==> config.mk <==
export PLATFORM = sky130hd
export DESIGN_NAME = ahb_burst_master
export DESIGN_NICKNAME = d
export VERILOG_FILES = /design/src/rtl/ahb_burst_master.sv
export SDC_FILE = /design/constraint.sdc
export NUM_CORES = 1
export LEC_CHECK = 0
export CORE_ASPECT_RATIO = 0.5
export CORE_MARGIN = 3
export CORE_UTILIZATION = 30
export DETAILED_ROUTE_END_ITERATION = 8
export SLEW_MARGIN = 20
export SYNTH_ARGS = -nofsm -noshare
export SYNTH_HDL_FRONTEND = slang
export SYNTH_SLANG_ARGS = --single-unit
export TNS_END_PERCENT = 5
==> constraint.sdc <==
create_clock -name hclk -period 2.21 [get_ports hclk]
set_input_delay 0.5525 -clock hclk [delete_from_list [all_inputs] [get_ports hclk]]
set_output_delay 0.5525 -clock hclk [all_outputs]
set_load 0.02 [all_outputs]
==> src/rtl/ahb_burst_master.sv <==
// AHB-Lite burst master: turns one-cycle commands into pipelined address/data phases,
// with HREADY wait states, BUSY insertion for late write data and ERROR abort.
module ahb_burst_master #(
    parameter int unsigned ADDR_W   = 32,
    parameter int unsigned DATA_W   = 32,
    parameter int unsigned ADDR_INC = 4,
    parameter int unsigned LEN_W    = 5
) (
    input  logic              hclk,
    input  logic              hresetn,
    input  logic              cmd_valid,
    output logic              cmd_ready,
    input  logic              cmd_write,
    input  logic [ADDR_W-1:0] cmd_addr,
    input  logic [2:0]        cmd_burst,
    input  logic [LEN_W-1:0]  cmd_len,
    input  logic              wr_valid,
    input  logic [DATA_W-1:0] wr_data,
    output logic              wr_ready,
    output logic              rd_valid,
    output logic [DATA_W-1:0] rd_data,
    output logic              done,
    output logic              err,
    output logic [ADDR_W-1:0] haddr,
    output logic              hwrite,
    output logic [2:0]        hsize,
    output logic [2:0]        hburst,
    output logic [1:0]        htrans,
    output logic [DATA_W-1:0] hwdata,
    input  logic              hready,
    input  logic              hresp,
    input  logic [DATA_W-1:0] hrdata
);
    localparam int unsigned CntW = (LEN_W > 5) ? LEN_W : 5;

    localparam logic [1:0] TrIdle   = 2'b00;
    localparam logic [1:0] TrBusy   = 2'b01;
    localparam logic [1:0] TrNonseq = 2'b10;
    localparam logic [1:0] TrSeq    = 2'b11;

    typedef enum logic [2:0] {StIdle, StAddr, StBurst, StLast, StDone, StErr} state_e;

    state_e             state_q;
    logic               wr_q;
    logic [2:0]         burst_q;
    logic [ADDR_W-1:0]  next_addr_q;
    logic [CntW-1:0]    remain_q;
    logic [DATA_W-1:0]  wbuf_q;
    logic               dp_q;

    logic [CntW-1:0]    cmd_beats;
    logic [ADDR_W-1:0]  wrap_mask;
    logic [ADDR_W-1:0]  addr_inc;
    logic [ADDR_W-1:0]  step_addr;
    logic               addr_done;
    logic               launch;
    logic [1:0]         launch_tr;

    assign hsize     = 3'b010;
    assign addr_done = htrans[1] & hready;

    always_comb begin
        unique case (cmd_burst)
            3'b000:         cmd_beats = CntW'(1);
            3'b001:         cmd_beats = (cmd_len == '0) ? CntW'(1) : CntW'(cmd_len);
            3'b010, 3'b011: cmd_beats = CntW'(4);
            3'b100, 3'b101: cmd_beats = CntW'(8);
            default:        cmd_beats = CntW'(16);
        endcase
    end

    // Wrapping bursts keep the bits above the wrap boundary; incrementing ones use a full mask.
    always_comb begin
        wrap_mask = '1;
        if (burst_q == 3'b010) wrap_mask = ADDR_W'(4 * ADDR_INC - 1);
        if (burst_q == 3'b100) wrap_mask = ADDR_W'(8 * ADDR_INC - 1);
        if (burst_q == 3'b110) wrap_mask = ADDR_W'(16 * ADDR_INC - 1);
        addr_inc  = next_addr_q + ADDR_W'(ADDR_INC);
        step_addr = (next_addr_q & ~wrap_mask) | (addr_inc & wrap_mask);
    end

    always_comb begin
        launch    = 1'b0;
        launch_tr = TrSeq;
        unique case (state_q)
            StAddr: begin
                launch    = !wr_q || wr_valid;
                launch_tr = TrNonseq;
            end
            StBurst: launch = hready && (remain_q != '0) && (!wr_q || wr_valid);
            default: ;
        endcase
    end

    always_ff @(posedge hclk) begin
        if (!hresetn) begin
            state_q     <= StIdle;
            wr_q        <= 1'b0;
            burst_q     <= 3'b000;
            next_addr_q <= '0;
            remain_q    <= '0;
            wbuf_q      <= '0;
            dp_q        <= 1'b0;
            cmd_ready   <= 1'b0;
            wr_ready    <= 1'b0;
            rd_valid    <= 1'b0;
            rd_data     <= '0;
            done        <= 1'b0;
            err         <= 1'b0;
            haddr       <= '0;
            hwrite      <= 1'b0;
            hburst      <= 3'b000;
            htrans      <= TrIdle;
            hwdata      <= '0;
        end else begin
            rd_valid <= 1'b0;
            done     <= 1'b0;
            err      <= 1'b0;
            wr_ready <= 1'b0;

            if (dp_q && hready) begin
                dp_q <= 1'b0;
                if (!wr_q && !hresp) begin
                    rd_valid <= 1'b1;
                    rd_data  <= hrdata;
                end
            end

            if (launch) begin
                htrans      <= launch_tr;
                haddr       <= next_addr_q;
                next_addr_q <= step_addr;
                remain_q    <= remain_q - CntW'(1);
                if (wr_q) begin
                    wbuf_q   <= wr_data;
                    wr_ready <= 1'b1;
                end
            end

            unique case (state_q)
                StIdle: begin
                    cmd_ready <= 1'b1;
                    if (cmd_valid && cmd_ready) begin
                        cmd_ready   <= 1'b0;
                        wr_q        <= cmd_write;
                        burst_q     <= cmd_burst;
                        next_addr_q <= cmd_addr;
                        remain_q    <= cmd_beats;
                        state_q     <= StAddr;
                    end
                end
                StAddr: begin
                    if (launch) begin
                        hwrite  <= wr_q;
                        hburst  <= burst_q;
                        state_q <= StBurst;
                    end
                end
                StBurst: begin
                    if (dp_q && !hready && hresp) begin
                        htrans  <= TrIdle;
                        state_q <= StErr;
                    end else if (addr_done) begin
                        dp_q <= 1'b1;
                        if (wr_q) hwdata <= wbuf_q;
                        if (remain_q == '0) begin
                            htrans  <= TrIdle;
                            state_q <= StLast;
                        end else if (!launch) begin
                            // Write data late: park on the pending beat's address.
                            htrans <= TrBusy;
                            haddr  <= next_addr_q;
                        end
                    end
                end
                StLast: begin
                    if (dp_q && !hready && hresp) state_q <= StErr;
                    else if (dp_q && hready) state_q <= StDone;
                end
                StDone: begin
                    done    <= 1'b1;
                    state_q <= StIdle;
                end
                StErr: begin
                    if (hready) begin
                        done    <= 1'b1;
                        err     <= 1'b1;
                        state_q <= StIdle;
                    end
                end
                default: state_q <= StIdle;
            endcase
        end
    end
endmodule

* Yosys cells after proc, flatten, opt, wreduce, memory -nomap -nowiden
Index checks and enable logic that the tools add are counted.
Word-level totals: bits of input ports 111, flip-flop bits (word level) 184, output and inout bits 110, logic and storage cells 115
Cells by class: reduce and logical (&&, ||, !) cells 27, equal/unequal tests 19, add/sub/neg operators 2, bitwise logic cells 6, mux-type cells 43
Operator list (count):
- 32-bit 2-to-1 mux | 12
- 32-bit bitwise AND | 2
- 32-bit by 3-bit adder with 32-bit output, second input constant | 1
- 32-bit inverter | 1
- 32-bit OR | 1
- 3-bit 2-to-1 mux | 8
- 5-bit 2-to-1 mux | 4
- 5-bit one-hot mux with 4 select lines | 1
- 3-bit equality test, second input constant | 6
- 3-bit by 2-bit equality test with 1-bit output, second input constant | 5
- 3-bit one-hot mux with 5 select lines | 1
- 2-bit AND reduction | 7
- 2-bit 2-to-1 mux | 6
- 5-bit logical NOT | 2
- 1-bit 2-to-1 mux | 9
- 3-bit inequality test, second input constant | 3
- 1-bit logical AND | 7
- 3-bit by 1-bit equality test with 1-bit output, second input constant | 2
- 3-bit logical NOT | 2
- 2-bit inequality test, second input constant | 3
- 6-bit AND reduction | 1
- 5-bit nonzero test | 1
- 5-bit by 1-bit subtractor with 5-bit output, second input constant | 1
- 1-bit one-hot mux with 2 select lines | 2
- 6 further kinds | 9

* Longest topological paths before layout
Gate-level depths: netlist of the first run.
word-level depth 10, depth in mapped cells 9, mapped depth without buffers 7

* Worst setup path after synthesis of the first run
No wires, ideal clock.
path kind register to register, start point register remain_q[0], end point register wbuf_q[2], cell stages (with the launch flop) 10, library setup time 0.132 ns, buffers on the path 2, data required time 2.078 ns, arrival time 1.919 ns, clock period less this slack 2.052 ns, slack 0.158 ns, path through dfxtp_1 > inv_1 > ha_1 > or4b_1 > a31o_2 > and3_1 > clkbuf_1 > buf_2 > nand2_1 > a21oi_1
On the way: longest elaborated chain between the ends 5
RTL lines:
- from (decl) | line 47 | logic [CntW-1:0] remain_q;
- from (signal assigned) | line 133 | remain_q <= remain_q - CntW'(1);
- from (signal assigned) | line 148 | remain_q <= cmd_beats;
- 5-bit nonzero test | line 90 | StBurst: launch = hready && (remain_q != '0) && (!wr_q || wr_valid);
- 1-bit logical AND (2 in series) | line 90
- 1-bit one-hot mux with 2 select lines | line 85 | unique case (state_q)
- 2-bit AND reduction (no source line)
- to (signal assigned) | line 135 | wbuf_q <= wr_data;
- to (decl) | line 48 | logic [DATA_W-1:0] wbuf_q;
No other way between the ends. A chain may end at the register's enable or synchronous reset.

* Final worst setup path of the first run
start point register remain_q[1], end point register haddr[21]
On the way: longest elaborated chain between the ends 10, elaborated cells between the ends (all ways) 11, those cells by class 7 x mux; 4 x reduce/logical
RTL lines:
- 5-bit nonzero test | line 90
- 1-bit logical AND (2 in series) | line 90
- 1-bit one-hot mux with 2 select lines | line 85
- 32-bit 2-to-1 mux | line 129 | if (launch) begin
- 32-bit 2-to-1 mux | line 169 | end else if (!launch) begin
- 32-bit 2-to-1 mux | line 166 | if (remain_q == '0) begin
- 32-bit 2-to-1 mux | line 163 | end else if (addr_done) begin
- 32-bit 2-to-1 mux | line 160 | if (dp_q && !hready && hresp) begin
- 32-bit 2-to-1 mux (*) | line 140 | unique case (state_q)
- to (signal assigned) | line 131 | haddr <= next_addr_q;
- to (signal assigned) | line 172 | haddr <= next_addr_q;
- to (decl) | line 24 | output logic [ADDR_W-1:0] haddr,
Every way passes the cells marked *; elsewhere a longest branch is shown, timed or not.

==> results of run 1 <==
-- cell type report --
| type | count | area, um2 |
|---|---|---|
| tap | 336 | 420 |
| fill | 2294 | 13000 |
| clock inverter | 9 | 174 |
| timing repair buffer | 277 | 2860 |
| sequential | 184 | 3690 |
| inverter | 6 | 25.0 |
| multi-input combinational | 681 | 3520 |
| clock buffer | 21 | 450 |
-- metrics by stage --
stage	area, um2	setup slack [ps]	std cells	hold WS [ps]	total power [mW]
2_1_floorplan	7440	158	939	432	5.03
3_3_place_gp	10200	-215	1471	436	5.92
3_5_place_dp	10200	-191	1471	444	5.96
4_1_cts	11000	11.0	1504	451	9.47
5_1_grt	11100	-13.0	1514	469	10.1
6_report	11100	43.4	1514	449	9.64
-- flip-flops by register name, indices dropped and copies added (netlist names), 5 cells and up, named ones only --
name and cells:
haddr 32, hwdata 32, next_addr_q 32, rd_data 32, wbuf_q 32, remain_q 5
-- kinds of logic (layout without fill, tap and decap cells) --
| group | Yosys count | in the layout | share of synthesized area, % |
|---|---|---|---|
| fa+ha+maj | 3 | 3 | 0.505 |
| simple gates | 426 | 426 | 26.1 |
| xor+xnor | 25 | 25 | 2.94 |
| flops | 184 | 184 | 49.5 |
| mux | 3 | 3 | 0.421 |
| buf+inv | 74 | 313 | 4.46 |
| compound gates | 221 | 221 | 16.0 |
| other cells | 2 | 3 | 0.101 |
-- placed cells by master (no fill, tap or decap), types with 13 or more instances in the layout --
cell             instances
nand2_1                297
clkdlybuf4s50_1        217
dfxtp_1                181
a21oi_1                151
buf_4                   40
o21ai_0                 31
nor2_1                  24
xnor2_1                 22
nor3_1                  21
clkbuf_16               18
nand3_1                 15
buf_12                  13
-- power groups by stage --
stage	registers (mW)	logic [mW]	clock network, mW
2_1_floorplan	3.95	1.08	0
3_3_place_gp	3.91	2.00	0
3_5_place_dp	3.92	2.04	0
4_1_cts	3.86	2.25	3.37
5_1_grt	3.91	2.68	3.52
6_report	3.87	2.47	3.30
-- worst max-delay path by stage --
stage               depth (start not counted)                         end                   start
floorplan                                   9      wbuf_q[2]$_SDFFE_PN0P_  remain_q[0]$_SDFF_PN0_
global placement                            7  next_addr_q[10]$_SDFF_PN0_                wr_valid
detailed placement                          7  next_addr_q[10]$_SDFF_PN0_                wr_valid
CTS                                         9        haddr[31]$_SDFF_PN0_  remain_q[0]$_SDFF_PN0_
global route                               10   next_addr_q[5]$_SDFF_PN0_  remain_q[1]$_SDFF_PN0_
finish                                     10        haddr[21]$_SDFF_PN0_  remain_q[1]$_SDFF_PN0_
-- per-layer routing --
| metal | up-vias | share of wire, % | GRT usage [%] |
|---|---|---|---|
| li1 | 3623 | - | - |
| met1 | 3500 | 44 | 20.6 |
| met2 | 127 | 51 | 29.9 |
| met3 | 25 | 2.8 | 2.96 |
| met4 | 0 | 1.9 | 5.67 |
| met5 | - | 0 | 0 |
-- worst max-delay path, stage by stage (launching register included) --
cell and delay, ps:
dfxtp_2 340, inv_2 80, ha_4 120, or4b_4 480
buf_6 140, a31o_4 260, a21oi_4 180, buf_12 150
buf_8 140, nand2_1 70, a21oi_2 130
-- repair_timing --
action | CTS | global route
pin swaps | 2 | 10
cloned | 3 | 1
gates resized for setup | 12 | 21
buffers inserted | 0 | 10
setup endpoints to repair | 28 | 79
hold buffers | 0 | 0
==> metrics, run 1 <==
outcome=finished, final reports clean; Cell variety after synth=56; Area Overhead vs Synth=49.8%; ANT cells=0; largest cells by area after synthesis=dfxtp_1 (50%), nand2_1 (15%), a21oi_1 (11%); Synth area leader=dfxtp_1; asr flop ratio synth=0%; Die Height=117 um; First DRT Iteration DRCs=421; Synth Register Bits=184; ys flop type=dfxtp_1; Hold Crit Class=reg2reg; Reg2Reg Launch Point=remain_q[1]$_SDFF_PN0_; crit path kind=reg2reg; Pleak=3.74 nW; Max Clock Freq=462 MHz; routability cong.=roughly 0.80; Hold Path Depth=2; sum of negative setup slack=0 ps; yosys warns=0; Clock Pin Slew Worst Setup and Hold Paths=70 ps; minimum clock period=2170 ps; Synth Area per Inst=7.93 um2; Seq/Total Area, Yosys=between 40% and 50%; All-Layer GR Usage=16.8%; final wirelength=23.1 mm; Vias=7,275; Pwr Density=865 nW/um2; CTS max path bufs=2; Post-synth EDFFs=0; # setup viols final=0; Detail Route Antenna Nets=0; vias in the first global route=6,989; clock root buffer=clkbuf_16; Initial Util=a little under a third; drt via density=4.81; crit path max fanout=8; nets=around 1,300; most frequent cells after synthesis=nand2_1 (297), dfxtp_1 (184), a21oi_1 (160); Int Pwr=6.89 mW; Post-Synthesis Cells=938; layout cells sized above 1=a little over a tenth; Clock power frac=34.2%; Comb power frac=25.6%; Post-Syn Area=between 7000 and 8000 um2; reg2reg end=haddr[21]$_SDFF_PN0_; gr ovfl total=0; WHS Endpoint=hwdata[16]$_SDFFE_PN0P_; R2R Setup Slk=40 ps; H-Tree Depth=4; Final Hold Vio Count=0; post-layout util=46.1%; DRC Markers=0; CTS tree=built; sw power=roughly 2.7 mW; Setup Skew=6.68 ps; WL per Instance=15.2 um; hold_sp=wbuf_q[16]$_SDFFE_PN0P_; CP startpoint kind=register; largest vdd supply drop=0.591 mV; largest net degree at the start of global routing=57; count leader, synth=nand2_1; crit end category=register; Core Rows=40; Net Sw Frac=28.5%; max-slew violation count=0; first-pass GRT wire length=36.6 mm; Slew @ Worst Pin=638 ps; Worst slew margin=57.5%; Pre-antenna DRT Iters=5; Die Area=26,800 um2; IO buf count=217; sequential share of power=40.1%; Max-cap violations=0; antenna violations before repair=0; CTS Buf Count=17; arrival time at the worst endpoint=2530 ps; dpl hpwl=15.9 mm; Synth top area share=49.5%; r2r worst-path depth=10; fin crit share=98.0%; core area=24,200 um2; worst skew pair latency=430 ps; CTS Sinks=184; IO Pins=221; Die W=229 um; CP required=2570 ps
(Power assumes the default switching activity.)
==> run 2: changes to the inputs <==
- DONT_BUFFER_PORTS: default -> 1
- HOLD_SLACK_MARGIN: default -> 0.02
==> run 2 against run 1 <==
Compared with the run above: sequential share of layout area is 9.0 points higher; critical path depth shrank 2; register-to-register slack improved by 20 ps; sequential cell count is the same; fmax rose by 0.94%; design area is 21% lower; clock power grew 2%; utilization decreased by 9.9 points; largest cell class unchanged; hold slack got worse by 210 ps; die area stayed put.
==> metrics, run 2 (synthesis results as in run 1) <==
First DRT Iteration DRCs=523 (+24%); most frequent cells in the layout=nand2_1 (297), dfxtp_1 (183), a21oi_1 (159); placed inst area=7950 um2 (-22%); Detail Route Antenna Nets=0 (unchanged); fin crit share=97.1% (-0.91 points); post-route cell area=8750 um2 (-21%); All-Layer GR Usage=15.1% (-1.8 points); antenna violations before repair=1 (+1); critical-path cell list=inv_2 > ha_2 > or4b_4 > a31o_4 > a21oi_4 > clkbuf_16 > nand2_1 > a21oi_1; Die Area=26,800 um2 (unchanged); commonest non-fill, non-tap cell in the layout=nand2_1; CP required=2580 ps (about the same); Max-cap violations=0 (unchanged); Core Rows=40 (unchanged); worst skew pair latency=440 ps (about the same); Die W=229 um (unchanged); CTS Buf Count=17 (unchanged); area occupied by multi-input gates=3480 um2 (-1.2%); IO Pins=221 (unchanged); first-pass GRT wire length=32.5 mm (-11%); ANT cells=0 (unchanged); WL per Instance=16.7 um (+9.4%); Pre-antenna DRT Iters=5 (unchanged); slowest stage delay, CP=500 ps (+20 ps); Hold Path Depth=2 (unchanged); crit path max fanout=15 (+7); outcome=finished, final reports clean; routability cong.=0.824 (+2.5%); minimum clock period=2150 ps (-20.2 ps); IO buf count=0 (-100%); critical path buffer and inverter count=2 (-2); Clock Pin Slew Worst Setup and Hold Paths=70 ps (about the same); arrival time at the worst endpoint=2520 ps (about the same); Area Overhead vs Synth=17.6%; Vias=6,421 (-12%); Pwr Density=1040 nW/um2 (+21%); Crit. path cell count=8 (-2); Die Height=117 um (unchanged); CP startpoint kind=register; largest vdd supply drop=0.600 mV (+1.6%); crit path kind=reg2reg; Reg2Reg Launch Point=remain_q[0]$_SDFF_PN0_; H-Tree Depth=4 (unchanged); Worst Setup Slack, final=63.6 ps (+20.2 ps); layout cells sized above 1=10.2% (-0.28 points); DRC Markers=0 (unchanged); total power=9.13 mW (-5.2%); Hold Crit Class=in2reg; CTS Sinks=184 (unchanged); Final Hold Vio Count=0 (unchanged); pre-CTS setup slack=9.49 ps (+200 ps); Register Area=3680 um2 (about the same); Crit path max-delay family=compound AO/OA/AOI/OAI gates; largest net degree at the start of global routing=89 (+56%); launch point of the worst path=remain_q[0]$_SDFF_PN0_; Non-Filler Instances=1,281 (-15%); r2r worst-path depth=8 (-2); CTS tree=built; Worst slew margin=66.0% (+8.5 points); dpl hpwl=14.5 mm (-8.4%); drt via density=5.01 (+4.3%); hold_sp=hready; final wirelength=21.4 mm (-7.4%); R2R Setup Slk=60 ps (+20 ps); # setup viols final=0 (unchanged); Cells after DPL=1,242 (-16%); max-slew violation count=0 (unchanged); Initial Util=30.8% (unchanged); reg2reg end=haddr[8]$_SDFF_PN0_; nets=1,046 (-18%); crit path max-delay cell type=or4b_4; Max Clock Freq=466 MHz (+0.94%); crit end category=register; Pleak=2.83 nW (-24%); # hold bufs at CTS=0 (unchanged); CTS max path bufs=2 (unchanged); vias in the first global route=6,032 (-14%); WHS Endpoint=err$_SDFF_PN0_; core area=24,200 um2 (unchanged); Setup Skew=9.01 ps (+2.33 ps); Slew @ Worst Pin=508 ps (-129 ps); clock root buffer=clkbuf_16; fill count=2,487 (+8.4%); gr ovfl total=0 (unchanged)
-- run 2: cell types whose count changed in the layout (fill, tap and decap cells not counted), sizes merged --
cell	previous run	this run
inv	6	7
clkinvlp	0	3
clkinv	4	2
clkbuf	22	24
clkdlybuf4s50	217	0
buf	58	39
bufbuf	1	0
-- run 2: metrics by stage --
step                hold WS (ps)  TNS [ps]  utilization, %
floorplan                    432         0               -
finish                       235         0            36.2
global route                 212     -18.5            36.2
global placement             436         0            32.9
CTS                          209         0            35.6
detailed placement           446         0            32.9
-- run 2: how the worst max path moves through the flow --
stage               slack, ps                          to
floorplan                 160      wbuf_q[2]$_SDFFE_PN0P_
CTS                        50  next_addr_q[27]$_SDFF_PN0_
global route               -7  next_addr_q[27]$_SDFF_PN0_
finish                     60         haddr[8]$_SDFF_PN0_
detailed placement          9  next_addr_q[27]$_SDFF_PN0_
global placement          100  next_addr_q[27]$_SDFF_PN0_
-- run 2: what timing repair did --
item | CTS | global route
endpoints found under the setup margin | 1 | 48
buffers inserted | 0 | 4
pin swaps | 1 | 9
gates resized for setup | 0 | 11
gates cloned | 0 | 3
-- run 2: routing by layer --
| layer | track usage (%) | up-vias | wire (um) |
|---|---|---|---|
| li1 | - | 3144 | - |
| met1 | 17.3 | 3108 | 8960 |
| met2 | 26.4 | 139 | 10800 |
| met3 | 4.71 | 28 | 1220 |
| met4 | 5.67 | 2 | 415 |
| met5 | 0 | - | 13 |
-- run 2: worst reg2reg max path: stages, from the launching register on --
cell	delay (ps)
dfxtp_1	320
inv_2	60
ha_2	170
or4b_4	500
a31o_4	270
a21oi_4	290
clkbuf_16	250
nand2_1	70
a21oi_1	140
-- run 2: where the power goes --
group          leakage (nW)  total (mW)  switching [mW]  internal, mW
sequential             1.49        3.95           0.352          3.59
combinational          1.04        1.82           0.998         0.827
clock                 0.304        3.36            1.32          2.04
total                  2.83        9.13            2.67          6.46
-- run 2: area by class of cell --
cell class              instances  share of cell area (%)
multi-input cells             681                    39.8
flip-flops and latches        184                    42.1
inverters                       6                   0.286
repair buffers                 42                    5.63
clock buffers                  21                    5.15
clock inverters                11                    2.23
well taps                     336                    4.80
